File: src/rtl/eq_cfg_loader_if.sv
// Byte-source and register-bank port bundle for the equalizer config loader.
// master = byte source / bank side, slave = loader.
interface eq_cfg_loader_if #(
    parameter int unsigned AW = 5
);
    logic          rx_valid;
    logic [7:0]    rx_data;
    logic          rx_ready;
    logic          we;
    logic [AW-1:0] addr;
    logic [7:0]    data_out;
    logic          busy;
    logic          frame_ok;
    logic          frame_err;
    logic [1:0]    err_code;

    modport master (
        output rx_valid, rx_data,
        input  rx_ready, we, addr, data_out, busy, frame_ok, frame_err, err_code
    );

    modport slave (
        input  rx_valid, rx_data,
        output rx_ready, we, addr, data_out, busy, frame_ok, frame_err, err_code
    );
endinterface

File: src/rtl/eq_cfg_loader.sv
// Framed byte-stream loader: stages a checksummed write frame, then commits it
// to the equalizer register bank as a burst of single-byte writes.
module eq_cfg_loader #(
    parameter int unsigned NUM_REGS    = 31,
    parameter int unsigned AW          = 5,
    parameter logic [7:0]  SYNC_BYTE   = 8'hA5,
    parameter int unsigned TIMEOUT_CYC = 65535
) (
    input  logic               clk,
    input  logic               rst,
    eq_cfg_loader_if.slave     bus
);

    localparam int unsigned KW = $clog2(NUM_REGS);
    localparam int unsigned TW = $clog2(TIMEOUT_CYC + 1);

    localparam logic [1:0] ERR_NONE    = 2'b00;
    localparam logic [1:0] ERR_RANGE   = 2'b01;
    localparam logic [1:0] ERR_CHK     = 2'b10;
    localparam logic [1:0] ERR_TIMEOUT = 2'b11;

    typedef enum logic [2:0] {
        IDLE,
        GET_START,
        GET_LEN,
        GET_DATA,
        GET_CHK,
        COMMIT
    } state_t;

    state_t        state_q, state_d;
    logic [7:0]    start_q, start_d;
    logic [7:0]    len_q, len_d;
    logic [7:0]    chk_q, chk_d;
    logic [KW-1:0] k_q, k_d, k_nxt;
    logic [TW-1:0] cnt_q, cnt_d;
    logic          we_q, we_d;
    logic [AW-1:0] addr_q, addr_d;
    logic [7:0]    data_q, data_d;
    logic          ok_q, ok_d;
    logic          err_q, err_d;
    logic [1:0]    code_q, code_d;
    logic          ready_q, ready_d;
    logic          busy_q, busy_d;

    logic          xfer;
    logic          timeout_hit;
    logic [8:0]    end_sum;
    logic [7:0]    stage_mem [NUM_REGS];

    assign xfer    = bus.rx_valid && ready_q;
    // START+LEN evaluated in 9 bits so a wrapping range is still rejected
    assign end_sum = 9'(start_q) + 9'(bus.rx_data);

    // Staging buffer: deliberately not reset, only indices < LEN are ever committed
    always_ff @(posedge clk) begin
        if (state_q == GET_DATA && xfer) begin
            stage_mem[k_q] <= bus.rx_data;
        end
    end

    // State and output registers
    always_ff @(posedge clk or negedge rst) begin
        if (!rst) begin
            state_q <= IDLE;
            start_q <= '0;
            len_q   <= '0;
            chk_q   <= '0;
            k_q     <= '0;
            cnt_q   <= '0;
            we_q    <= 1'b0;
            addr_q  <= '0;
            data_q  <= '0;
            ok_q    <= 1'b0;
            err_q   <= 1'b0;
            code_q  <= ERR_NONE;
            ready_q <= 1'b1;
            busy_q  <= 1'b0;
        end else begin
            state_q <= state_d;
            start_q <= start_d;
            len_q   <= len_d;
            chk_q   <= chk_d;
            k_q     <= k_d;
            cnt_q   <= cnt_d;
            we_q    <= we_d;
            addr_q  <= addr_d;
            data_q  <= data_d;
            ok_q    <= ok_d;
            err_q   <= err_d;
            code_q  <= code_d;
            ready_q <= ready_d;
            busy_q  <= busy_d;
        end
    end

    // Next-state and next-output logic
    always_comb begin
        state_d     = state_q;
        start_d     = start_q;
        len_d       = len_q;
        chk_d       = chk_q;
        k_d         = k_q;
        cnt_d       = cnt_q;
        we_d        = 1'b0;
        addr_d      = addr_q;
        data_d      = data_q;
        ok_d        = 1'b0;
        err_d       = 1'b0;
        code_d      = code_q;
        ready_d     = 1'b1;
        busy_d      = 1'b0;
        k_nxt       = k_q + KW'(1);
        timeout_hit = 1'b0;

        // Inter-byte idle counter, active only while inside a frame
        if (state_q inside {GET_START, GET_LEN, GET_DATA, GET_CHK}) begin
            if (xfer) begin
                cnt_d = '0;
            end else begin
                cnt_d       = cnt_q + TW'(1);
                timeout_hit = (cnt_q == TW'(TIMEOUT_CYC - 1));
            end
        end

        case (state_q)
            IDLE: begin
                if (xfer && bus.rx_data == SYNC_BYTE) begin
                    state_d = GET_START;
                    code_d  = ERR_NONE;
                end
            end

            GET_START: begin
                if (xfer) begin
                    start_d = bus.rx_data;
                    chk_d   = bus.rx_data;
                    state_d = GET_LEN;
                end
            end

            GET_LEN: begin
                if (xfer) begin
                    if (bus.rx_data == 8'd0 || end_sum > 9'(NUM_REGS)) begin
                        err_d   = 1'b1;
                        code_d  = ERR_RANGE;
                        state_d = IDLE;
                    end else begin
                        len_d   = bus.rx_data;
                        chk_d   = chk_q ^ bus.rx_data;
                        k_d     = '0;
                        state_d = GET_DATA;
                    end
                end
            end

            GET_DATA: begin
                if (xfer) begin
                    chk_d = chk_q ^ bus.rx_data;
                    k_d   = k_nxt;
                    if (8'(k_q) == len_q - 8'd1) begin
                        state_d = GET_CHK;
                    end
                end
            end

            GET_CHK: begin
                if (xfer) begin
                    if (bus.rx_data == chk_q) begin
                        // first write goes out in the cycle right after CHK
                        state_d = COMMIT;
                        k_d     = '0;
                        we_d    = 1'b1;
                        addr_d  = AW'(start_q);
                        data_d  = stage_mem[0];
                    end else begin
                        err_d   = 1'b1;
                        code_d  = ERR_CHK;
                        state_d = IDLE;
                    end
                end
            end

            COMMIT: begin
                if (8'(k_q) == len_q - 8'd1) begin
                    state_d = IDLE;
                    ok_d    = 1'b1;
                    k_d     = '0;
                end else begin
                    k_d    = k_nxt;
                    we_d   = 1'b1;
                    addr_d = AW'(start_q + 8'(k_nxt));
                    data_d = stage_mem[k_nxt];
                end
            end

            default: begin
                state_d = IDLE;
            end
        endcase

        // timeout_hit implies no transfer this cycle, so it never races a byte
        if (timeout_hit) begin
            err_d   = 1'b1;
            code_d  = ERR_TIMEOUT;
            state_d = IDLE;
        end

        if (state_d == IDLE) begin
            cnt_d = '0;
        end

        ready_d = (state_d != COMMIT);
        busy_d  = (state_d != IDLE);
    end

    assign bus.rx_ready  = ready_q;
    assign bus.we        = we_q;
    assign bus.addr      = addr_q;
    assign bus.data_out  = data_q;
    assign bus.busy      = busy_q;
    assign bus.frame_ok  = ok_q;
    assign bus.frame_err = err_q;
    assign bus.err_code  = code_q;

endmodule

File: src/flat_wrapper.sv
// flat-port wrapper written by rule: the top's interface ports become plain ports
module eq_cfg_loader_flat 
#(
    parameter int unsigned NUM_REGS    = 31,
    parameter int unsigned AW          = 5,
    parameter logic [7:0]  SYNC_BYTE   = 8'hA5,
    parameter int unsigned TIMEOUT_CYC = 65535
)
  (clk, rst, bus_rx_valid, bus_rx_data, bus_rx_ready, bus_we, bus_addr, bus_data_out, bus_busy, bus_frame_ok, bus_frame_err, bus_err_code);
  eq_cfg_loader_if #(.AW(AW)) bus_i ();
  input  logic clk;
  input  logic rst;
  input wire logic [$bits(bus_i.rx_valid)-1:0] bus_rx_valid;
  input wire logic [$bits(bus_i.rx_data)-1:0] bus_rx_data;
  output wire logic [$bits(bus_i.rx_ready)-1:0] bus_rx_ready;
  output wire logic [$bits(bus_i.we)-1:0] bus_we;
  output wire logic [$bits(bus_i.addr)-1:0] bus_addr;
  output wire logic [$bits(bus_i.data_out)-1:0] bus_data_out;
  output wire logic [$bits(bus_i.busy)-1:0] bus_busy;
  output wire logic [$bits(bus_i.frame_ok)-1:0] bus_frame_ok;
  output wire logic [$bits(bus_i.frame_err)-1:0] bus_frame_err;
  output wire logic [$bits(bus_i.err_code)-1:0] bus_err_code;
  assign bus_i.rx_valid = bus_rx_valid;
  assign bus_i.rx_data = bus_rx_data;
  assign bus_rx_ready = bus_i.rx_ready;
  assign bus_we = bus_i.we;
  assign bus_addr = bus_i.addr;
  assign bus_data_out = bus_i.data_out;
  assign bus_busy = bus_i.busy;
  assign bus_frame_ok = bus_i.frame_ok;
  assign bus_frame_err = bus_i.frame_err;
  assign bus_err_code = bus_i.err_code;
  eq_cfg_loader #(.NUM_REGS(NUM_REGS), .AW(AW), .SYNC_BYTE(SYNC_BYTE), .TIMEOUT_CYC(TIMEOUT_CYC)) u_core (.clk(clk), .rst(rst), .bus(bus_i));
endmodule
File: config.mk
export PLATFORM = sky130hd
export DESIGN_NAME = eq_cfg_loader_flat
export DESIGN_NICKNAME = d
export VERILOG_FILES = /design/src/rtl/eq_cfg_loader_if.sv /design/src/rtl/eq_cfg_loader.sv /design/src/flat_wrapper.sv
export SDC_FILE = /design/constraint.sdc
export NUM_CORES = 1
export LEC_CHECK = 0
export BUFFER_PORTS_ARGS = -buffer_cell sky130_fd_sc_hd__buf_4
export CAP_MARGIN = 20
export CORE_UTILIZATION = 55
export CTS_CLUSTER_DIAMETER = 40
export DETAILED_ROUTE_END_ITERATION = 6
export HOLD_SLACK_MARGIN = 0.02
export PLACE_DENSITY = 0.71
export REMOVE_ABC_BUFFERS = 1
export SLEW_MARGIN = 20
export SYNTH_ARGS = -nofsm -noshare
export SYNTH_HDL_FRONTEND = slang
export SYNTH_SLANG_ARGS = --single-unit
File: constraint.sdc
create_clock -name clk -period 3.5 [get_ports clk]
set_input_delay 0 -clock clk [delete_from_list [all_inputs] [get_ports clk]]
set_output_delay 0 -clock clk [all_outputs]
set_load 0.05 [all_outputs]
==> results of run 1 <==
==> area by class of cell <==
class / instances / area, µm² / share of cell area [%]
Sequential cell: 316 / 9154 / 56.42
Multi-Input combinational cell: 562 / 4494 / 27.70
Clock buffer: 49 / 1120 / 6.902
Timing Repair Buffer: 89 / 703.2 / 4.334
Tap cell: 324 / 405.4 / 2.499
Clock inverter: 27 / 284.0 / 1.751
Inverter: 17 / 63.81 / 0.3933
==> layer usage <==
metal	GRT usage [%]	up-vias
li1	-	3799
met5	0	-
met1	36.48	4210
met3	5.424	67
met4	9.048	0
met2	38.62	303
==> Yosys cell counts, types with 12 or more instances <==
cell / instances
a21oi_1: 30
and3_1: 12
clkbuf_1: 36
dfrtp_1: 67
edfxtp_1: 248
ha_1: 22
inv_1: 17
mux2_2: 13
mux2i_1: 14
mux4_2: 57
nand2_1: 105
nand3_1: 35
nor2_1: 66
o21ai_0: 40
xnor2_1: 23
xor2_1: 12
==> power groups by stage <==
stage | Combinational, mW | Sequential [mW] | Clock [mW]
6_report | 3.29 | 4.44 | 4.23
2_1_floorplan | 1.95 | 4.88 | 0
3_5_place_dp | 3.28 | 4.52 | 0
3_3_place_gp | 3.24 | 4.51 | 0
5_1_grt | 3.55 | 4.46 | 4.44
4_1_cts | 3.30 | 4.44 | 4.29
==> final timing paths <==
check                                         from                    to  cells past startpoint
worst max-delay path             u_core.start_q[4]       u_core.chk_q[1]                      8
worst min-delay path                  bus_rx_valid  u_core.bus.frame_err                      3
worst max register to register   u_core.start_q[4]       u_core.chk_q[1]                      8
worst min register to register  u_core.bus.addr[1]    u_core.bus.addr[1]                      2
max in group asynchronous                      rst         u_core.k_q[0]                      2
min in group asynchronous                      rst     u_core.start_q[6]                      2
==> metrics by stage <==
step / util [%] / worst slack (ns)
global route: 66.13 / 0.2620
detailed placement: 60.04 / 0.5222
finish: 66.13 / 0.3828
floorplan: - / -2.710
CTS: 66.13 / 0.4775
global placement: 60.04 / 0.5518
==> flip-flops by register name, summed over array words and instances (netlist names) <==
signal                flops
u_core.bus.addr           5
u_core.bus.busy           1
u_core.bus.data_out       8
u_core.bus.err_code       2
u_core.bus.frame_err      1
u_core.bus.frame_ok       1
u_core.bus.rx_ready       1
u_core.bus.we             1
u_core.chk_q              8
u_core.cnt_q             16
u_core.k_q                5
u_core.len_q              8
u_core.stage_mem        248
u_core.start_q            8
u_core.state_q            3
==> logic make-up (layout without fill, tap and decap cells) <==
kind of cell | count (synthesis) | in the layout
AOI/OAI and AO/OA | 137 | 137
buffers and inverters | 65 | 182
muxes | 84 | 84
xor gates and xnor gates | 35 | 35
adders and majority gates | 24 | 24
DFF | 316 | 316
and+or+nand+nor | 282 | 282
==> critical path: cells and delay by family (launching register included) <==
family | cells | cell delay, ns
AO/OA/AOI/OAI | 5 | 1.53
adder cells (fa/ha/maj) | 1 | 0.35
flip-flops | 1 | 0.41
AND/OR/NAND/NOR | 2 | 0.65
==> repair_timing <==
action,4_1_cts,5_1_grt
hold buffers,9,0
gates resized for setup,0,0
hold endpoints to repair,215,0
==> impl_metrics.env, run 1 <==
export IMPL_met2_wirelength_um=14810
export IMPL_slowest_stage="o21ai_1"
export IMPL_rows=57
export IMPL_wl_um=31750
export IMPL_synth_edf_count=248
export IMPL_fin_tns_setup_ns=0
export IMPL_cts_sinks=316
export IMPL_core_um2=24530
export IMPL_endpoint_kind="register"
export IMPL_outcome="completed"
export IMPL_post_drt_wl_per_cell_um=22.94
export IMPL_cts_setup_buffers=0
export IMPL_post_dp_cell_area_um2=14730
export IMPL_slew_violations=0
export IMPL_hpwl_um=19940
export IMPL_netlist_cell_type_count=62
export IMPL_cts_buffer_depth=3
export IMPL_grt_pass1_vias=8232
export IMPL_setup_viol=0
export IMPL_p_sw_share_pct=31.11
export IMPL_die_area_um2=25900
export IMPL_ios=31
export IMPL_powerDensity_nw_per_um2=737.4
export IMPL_syn_inst=943
export IMPL_worstPathArrival_ns=3.50
export IMPL_yosys_top_cells_area="edfxtp_1, dfrtp_1, mux4_2, nand2_1, ha_1"
export IMPL_top_layer="met4"
export IMPL_drcViolationCount=0
export IMPL_max_cap_viol_count=0
export IMPL_stdcell_area_um2=16220
export IMPL_rsz0062_at_grt="no"
export IMPL_drive_above_1_share_pct=22.83
export IMPL_nets=1062
export IMPL_ant_nets=0
export IMPL_dp_cells=1299
export IMPL_crit_type="register to register"
export IMPL_start_kind="register"
export IMPL_clock_latency_ns=0.53
export IMPL_combPwrFrac_pct=27.5
export IMPL_muxShareOfSynthArea_pct=11.30
export IMPL_pwr_share_clk_pct=35.4
export IMPL_place_congestion=0.8350
export IMPL_viasPerCell=6.054
export IMPL_final_cells=1384
export IMPL_grt_remaining_overflow=0
export IMPL_wl_met1_um=13620
export IMPL_synthAdderAreaFrac_pct=2.269
export IMPL_critical_path_max_stage_delay_ns=0.72
export IMPL_dr_wl_met3_um=2354
export IMPL_syn_area_per_cell_um2=14.73
export IMPL_power_mw=11.96
export IMPL_synth_compound_area_share_pct=6.565
export IMPL_synth_largest_area_cell="edfxtp_1"
export IMPL_hp_class="primary input to register"
export IMPL_post_route_period_util_pct=89.06
export IMPL_synthXorXnorAreaFrac_pct=2.206
export IMPL_seqPwrFrac_pct=37.1
export IMPL_first_iter_violations=871
export IMPL_p_leak_nw=5.745
export IMPL_drt_first_pass_iters=7
export IMPL_max_freq_ghz=0.3208
export IMPL_ys_seq_elements=316
export IMPL_worstMarginPinSlew_ns=0.9302
export IMPL_cp_cell_sequence="ha_1 > a21o_1 > a21oi_1 > and4_1 > o211ai_1 > o21ai_1 > and2_1 > a211oi_1"
export IMPL_antenna_found_initial=0
export IMPL_ir_drop_mv=0.5292
export IMPL_dieWidth_um=160.9
export IMPL_syn_cell_area_um2=13890
export IMPL_p_sw_mw=3.722
export IMPL_hold_violations=0
export IMPL_synth_top_area_share_pct=53.60
export IMPL_syn_to_final_growth_pct=16.78
export IMPL_min_period_ns=3.117
export IMPL_hold_ws_ns=0.1192
export IMPL_cts_tree="yes"
export IMPL_skew_ns=0.02084
export IMPL_vias=8379
export IMPL_cts_root_buf="clkbuf_16"
export IMPL_die_h_um=160.9
export IMPL_cts_clk_slew_worst_paths_ns=0.06
export IMPL_synth_main_ff_cell="edfxtp_1"
export IMPL_port_buffers=30
export IMPL_r2r_slack_ns=0.38
export IMPL_htree_levels=2
export IMPL_grt_pass1_wl_um=49270
export IMPL_slew_headroom_pct=37.98
export IMPL_power_internal_mw=8.241
export IMPL_synth_top_family_by_area="multiplexers"
export IMPL_grt_usage_pct=25.39
export IMPL_cts_buffers=41
export IMPL_ys_seq_area_share_pct=65.86
export IMPL_layout_common_cells="edfxtp_1, nand2_1, buf_4, nor2_1, dfrtp_1"
export IMPL_grt_start_max_net_pins=69
export IMPL_synth_simple_area_share_pct=9.888
export IMPL_async_flop_share_pct=21.52
export IMPL_final_common_cell="edfxtp_1"
export IMPL_crit_required_ns=3.88
export IMPL_initial_utilization_pct=56.63
export IMPL_antenna_cells=0
export IMPL_yosys_warnings=0
export IMPL_fillers=1740
export IMPL_cp_max_fo=9
(Power assumes the default switching activity.)
==> run 2, diff against run 1 <==
--- a/config.mk
+++ b/config.mk
@@ -7,11 +7,11 @@
 export LEC_CHECK = 0
 export BUFFER_PORTS_ARGS = -buffer_cell sky130_fd_sc_hd__buf_4
 export CAP_MARGIN = 20
-export CORE_UTILIZATION = 55
+export CORE_UTILIZATION = 24
 export CTS_CLUSTER_DIAMETER = 40
 export DETAILED_ROUTE_END_ITERATION = 6
 export HOLD_SLACK_MARGIN = 0.02
-export PLACE_DENSITY = 0.71
+export PLACE_DENSITY = 0.36
 export REMOVE_ABC_BUFFERS = 1
 export SLEW_MARGIN = 20
 export SYNTH_ARGS = -nofsm -noshare
==> run 2 against run 1 <==
Clock power increased by 32%. Fmax increased by 4.6%. Critical path depth increased by 1. Clock skew increased by 0.019 ns. Combinational power increased by 1%. Power increased by 12%. Core utilization decreased by 35 points. Largest cell class unchanged.
==> impl_metrics.env, run 2 (same netlist as run 1, synthesis figures left out) <==
export IMPL_outcome="completed"
export IMPL_max_cap_viol_count=0
export IMPL_final_common_cell="edfxtp_1"
export IMPL_hpwl_um=25140
export IMPL_ir_drop_mv=0.6313
export IMPL_hold_violations=0
export IMPL_worstMarginPinSlew_ns=0.8807
export IMPL_grt_pass1_wl_um=59900
export IMPL_largestRegisters="u_core.stage_mem: 248 flops, u_core.cnt_q: 16 flops"
export IMPL_regMostFlops="u_core.stage_mem"
export IMPL_wl_um=39800
export IMPL_cts_tree="yes"
export IMPL_post_route_period_util_pct=85.18
export IMPL_grt_start_max_net_pins=69
export IMPL_r2r_cells=9
export IMPL_slew_headroom_pct=41.07
export IMPL_cts_setup_buffers=0
export IMPL_r2r_start="u_core.k_q[1]"
export IMPL_htree_levels=2
export IMPL_nets=1093
export IMPL_fin_tns_setup_ns=0
export IMPL_hp_class="primary input to register"
export IMPL_cts_root_buf="clkbuf_16"
export IMPL_max_freq_ghz=0.3354
export IMPL_min_period_ns=2.981
export IMPL_die_area_um2=58850
export IMPL_port_buffers=30
export IMPL_ctsResizeCount=0
export IMPL_grt_pass1_vias=8898
export IMPL_crit_type="register to register"
export IMPL_core_um2=56820
export IMPL_layout_common_cells="edfxtp_1, nand2_1, buf_4, nor2_1, dfrtp_1"
export IMPL_post_drt_wl_per_cell_um=21.38
export IMPL_powerDensity_nw_per_um2=767.1
export IMPL_dieWidth_um=242.6
export IMPL_hp_start="bus_rx_data[5]"
export IMPL_skew_ns=0.03993
export IMPL_grt_usage_pct=13.78
export IMPL_worstPathArrival_ns=3.51
export IMPL_vias=8387
export IMPL_cts_buffer_depth=3
export IMPL_cts_buffers=55
export IMPL_whs_endpoint="u_core.stage_mem[27][5]"
export IMPL_ant_nets=0
export IMPL_rsz0062_at_grt="no"
export IMPL_p_leak_nw=6.111
export IMPL_ios=31
export IMPL_cts_clk_slew_worst_paths_ns=0.06
export IMPL_slew_violations=0
export IMPL_drive_above_1_share_pct=26.43
export IMPL_start_kind="register"
export IMPL_rows=87
export IMPL_antenna_found_initial=2
export IMPL_place_congestion=0.7158
export IMPL_first_iter_violations=451
export IMPL_whs_path_depth=2
export IMPL_r2r_slack_ns=0.52
export IMPL_crit_required_ns=4.03
export IMPL_syn_to_final_growth_pct=25.95
export IMPL_drt_first_pass_iters=4
export IMPL_endpoint_kind="register"
export IMPL_viasPerCell=4.504
export IMPL_cp_max_fo=22
export IMPL_grt_remaining_overflow=0
export IMPL_r2r_end="u_core.bus.data_out[7]"
export IMPL_cts_sinks=316
export IMPL_clock_latency_ns=0.61
export IMPL_initial_utilization_pct=24.45
export IMPL_setup_viol=0
export IMPL_hold_ws_ns=0.05799
export IMPL_drcViolationCount=0
export IMPL_die_h_um=242.6
export IMPL_largest_register_ffs=248
[run 2: changes by cell type in the layout (fill, tap and decap cells not counted), moves of 3 or more]
cell / change
clkinv_4: +3
clkbuf_8: +5
bufinv_16: +3
clkbuf_16: +11
clkinvlp_4: +3
buf_4: +16
inv_6: +4
[run 2: repair_timing]
item | CTS | global route
endpoints found under the hold margin | 140 | 0
setup endpoints to repair | 0 | 0
hold buffers | 9 | 0
[run 2: area by class of cell]
cell class	instances	area (µm²)
Tap cell	756	945.9
Fill cell	5697	39320
Multi-Input combinational cell	562	4494
Antenna cell	1	2.502
Clock inverter	41	520.5
Clock buffer	63	1456
Inverter	17	63.81
Timing Repair Buffer	106	860.8
Sequential cell	316	9154
[run 2: worst max-delay path, stage by stage, from the launching register on]
cell      delay, ns
dfrtp_1        0.45
inv_1          0.09
ha_2           0.66
buf_12         0.27
buf_4          0.26
o211ai_1       0.11
a311oi_1       0.62
a311o_1        0.20
o21ai_0        0.08
o21ai_0        0.13
[run 2: per-layer routing]
layer | vias up | wire length [µm] | global-route usage [%]
li1 | 3871 | - | -
met1 | 4306 | 19280 | 19.13
met3 | 56 | 1231 | 2.123
met4 | 0 | 886 | 4.624
met2 | 154 | 18410 | 21.88
met5 | - | 0 | 0
[run 2: worst max-delay path by stage]
| stage | from | to | cells past startpoint |
|---|---|---|---|
| finish | u_core.k_q[1] | u_core.bus.data_out[7] | 9 |
| detailed placement | u_core.k_q[1] | u_core.bus.data_out[3] | 9 |
| global route | u_core.start_q[0] | u_core.cnt_q[7] | 11 |
| floorplan | u_core.k_q[0] | u_core.bus.addr[4] | 10 |
| global placement | u_core.k_q[1] | u_core.bus.data_out[3] | 9 |
| CTS | u_core.k_q[1] | u_core.bus.data_out[3] | 9 |
[run 2: per-stage QoR]
step           cell area (µm²)  std cells  total power [mW]  util [%]  setup WS [ns]
2_1_floorplan            13690        895             6.825         -         -2.710
3_3_place_gp             15410       1748             7.989     27.12         0.5105
3_5_place_dp             15410       1748             7.978     27.12         0.5247
4_1_cts                  17500       1861             13.68     30.79         0.4781
5_1_grt                  17500       1861             14.11     30.79         0.2583
6_report                 17500       1862             13.42     30.79         0.5188
[run 2: report_power, final]
part / internal (mW) / switching (mW)
combinational: 1.42 / 1.91
clock: 3.56 / 2.04
sequential: 4.25 / 0.238
total: 9.24 / 4.19
==> run 3, diff against run 2 <==
--- a/config.mk
+++ b/config.mk
@@ -10,10 +10,11 @@
 export CORE_UTILIZATION = 24
 export CTS_CLUSTER_DIAMETER = 40
 export DETAILED_ROUTE_END_ITERATION = 6
+export GPL_TIMING_DRIVEN = 0
 export HOLD_SLACK_MARGIN = 0.02
 export PLACE_DENSITY = 0.36
 export REMOVE_ABC_BUFFERS = 1
-export SLEW_MARGIN = 20
+export SLEW_MARGIN = 40
 export SYNTH_ARGS = -nofsm -noshare
 export SYNTH_HDL_FRONTEND = slang
 export SYNTH_SLANG_ARGS = --single-unit
==> run 3 against run 2 <==
Sequential power is 0.9% lower. Die area is the same. Worst setup slack lost 0.27 ns. Final cell count is 2.5% lower. Clock power up 4.3%. Critical path depth grew 1. Register-to-register slack worse by 0.27 ns. Non-clock buffer count shrank 48. Sequential cell count unchanged. Power grew 1.9%. Via count is 2.0% lower. Sequential share of layout area is 0.29 points higher.
==> impl_metrics.env, run 3 (same netlist as run 1, synthesis figures left out) <==
export IMPL_outcome="completed"
export IMPL_fillers=5669
export IMPL_hpwl_um=22950
export IMPL_drt_first_pass_iters=4
export IMPL_clock_latency_ns=0.62
export IMPL_cts_sinks=316
export IMPL_ir_drop_mv=0.3884
export IMPL_grt_usage_pct=13.26
export IMPL_cts_buffers=56
export IMPL_dieWidth_um=242.6
export IMPL_post_drt_wl_per_cell_um=21.00
export IMPL_slew_headroom_pct=45.10
export IMPL_cpMostUsedCell="o21ai_0"
export IMPL_die_h_um=242.6
export IMPL_start_kind="register"
export IMPL_antenna_found_initial=0
export IMPL_crit_required_ns=3.97
export IMPL_worstPathArrival_ns=3.72
export IMPL_hold_violations=0
export IMPL_cts_clk_slew_worst_paths_ns=0.05
export IMPL_power_mw=13.67
export IMPL_max_cap_viol_count=0
export IMPL_hold_ws_ns=0.1044
export IMPL_syn_to_final_growth_pct=25.24
export IMPL_hp_class="primary input to register"
export IMPL_cp_buffers_inverters=2
export IMPL_rsz0062_at_grt="no"
export IMPL_initial_utilization_pct=24.45
export IMPL_cts_tree="yes"
export IMPL_final_common_cell="edfxtp_1"
export IMPL_slowest_stage="xnor2_2"
export IMPL_ant_nets=0
export IMPL_slew_violations=0
export IMPL_post_dp_cell_area_um2=15200
export IMPL_largest_register_ffs=248
export IMPL_wl_um=38120
export IMPL_min_period_ns=3.249
export IMPL_port_buffers=30
export IMPL_post_route_period_util_pct=92.84
export IMPL_drcViolationCount=0
export IMPL_skew_ns=0.04490
export IMPL_setup_viol=0
export IMPL_endpoint_kind="register"
export IMPL_grt_pass1_vias=8674
export IMPL_vias=8222
export IMPL_rows=87
export IMPL_first_iter_violations=559
export IMPL_ios=31
export IMPL_grt_start_max_net_pins=69
export IMPL_stdcell_area_um2=17400
export IMPL_r2r_slack_ns=0.25
export IMPL_core_um2=56820
export IMPL_nets=1046
export IMPL_htree_levels=2
export IMPL_layout_common_cells="edfxtp_1, nand2_1, dfrtp_1, mux4_2, clkbuf_16"
export IMPL_critPathTopFamily="compound AO/OA/AOI/OAI gates"
export IMPL_cp_cell_sequence="ha_1 > xnor2_2 > inv_4 > buf_12 > mux4_2 > nand2_1 > a311oi_2 > a311o_1 > o21ai_0 > o21ai_0"
export IMPL_p_leak_nw=5.925
export IMPL_cts_buffer_depth=3
export IMPL_worstMarginPinSlew_ns=0.8204
export IMPL_place_congestion=0.6922
export IMPL_cp_max_fo=20
export IMPL_grt_pass1_wl_um=57700
export IMPL_max_freq_ghz=0.3078
export IMPL_viasPerCell=4.530
export IMPL_crit_type="register to register"
export IMPL_regMostFlops="u_core.stage_mem"
export IMPL_grt_remaining_overflow=0
export IMPL_drive_above_1_share_pct=26.47
export IMPL_powerDensity_nw_per_um2=785.9
export IMPL_critical_path_max_stage_delay_ns=0.52
export IMPL_largestRegisters="u_core.stage_mem: 248 flops, u_core.cnt_q: 16 flops"
export IMPL_die_area_um2=58850
export IMPL_cts_root_buf="clkbuf_16"
[run 3: changes by cell type in the layout (fill, tap and decap cells not counted), sizes merged]
cell         before  now
clkinvlp          9    4
buf              98   47
clkinv           15   22
bufinv            7   11
inv              27   23
dlygate4sd3       8   11
clkbuf           63   62
[run 3: power breakdown]
group	total [mW]	switching, mW	internal, mW
Combinational	3.39	1.92	1.46
Sequential	4.45	0.197	4.25
Clock	5.84	2.02	3.82
Total	13.7	4.14	9.54
[run 3: worst min-delay path: stages]
cell	delay (ns)
buf_4	0.11
nand2_1	0.38
o22ai_1	0.15
[run 3: stage by stage]
| stage | setup slack [ns] | setup TNS, ns | cells | utilization, % |
|---|---|---|---|---|
| finish | 0.2506 | 0 | 1815 | 30.62 |
| floorplan | -2.710 | -159.49 | 895 | - |
| global placement | -7.710 | -849.14 | 1681 | 26.16 |
| CTS | 0.1846 | 0 | 1814 | 30.60 |
| global route | 0.03141 | 0 | 1814 | 30.62 |
| detailed placement | -0.4114 | -2.059 | 1696 | 26.74 |
[run 3: path summary, 6_finish.rpt]
| kind | startpoint | end | cells past startpoint |
|---|---|---|---|
| worst max register to register | u_core.k_q[0] | u_core.bus.data_out[5] | 10 |
| min in group asynchronous | rst | u_core.cnt_q[8] | 3 |
| worst min-delay path | bus_rx_valid | u_core.bus.frame_err | 3 |
| worst max-delay path | u_core.k_q[0] | u_core.bus.data_out[5] | 10 |
| max in group asynchronous | rst | u_core.bus.data_out[5] | 4 |
| worst min register to register | u_core.bus.data_out[4] | u_core.bus.data_out[4] | 2 |
[run 3: final cells by class]
| class | count | area [µm²] | share of cell area [%] |
|---|---|---|---|
| diodes | 1 | 2.502 | 0.01438 |
| clock inverters | 43 | 600.6 | 3.452 |
| flip-flops and latches | 316 | 9154 | 52.61 |
| repair buffers | 58 | 546.8 | 3.142 |
| well taps | 756 | 945.9 | 5.436 |
| inverters | 17 | 66.31 | 0.3811 |
| clock buffers | 62 | 1444 | 8.298 |
| multi-input cells | 562 | 4641 | 26.67 |
[run 3: routing by layer]
metal	GRT usage, %	vias up	routed length [µm]
met5	0	-	0
met2	21.06	156	17710
li1	-	3792	-
met3	2.145	71	1652
met4	4.846	0	1009
met1	18.20	4203	17750
[run 3: repair_timing]
item	4_1_cts	5_1_grt
buffers inserted	2	0
hold endpoints to repair	329	0
setup endpoints to repair	8	0
resized for setup	2	0
hold buffers	11	0
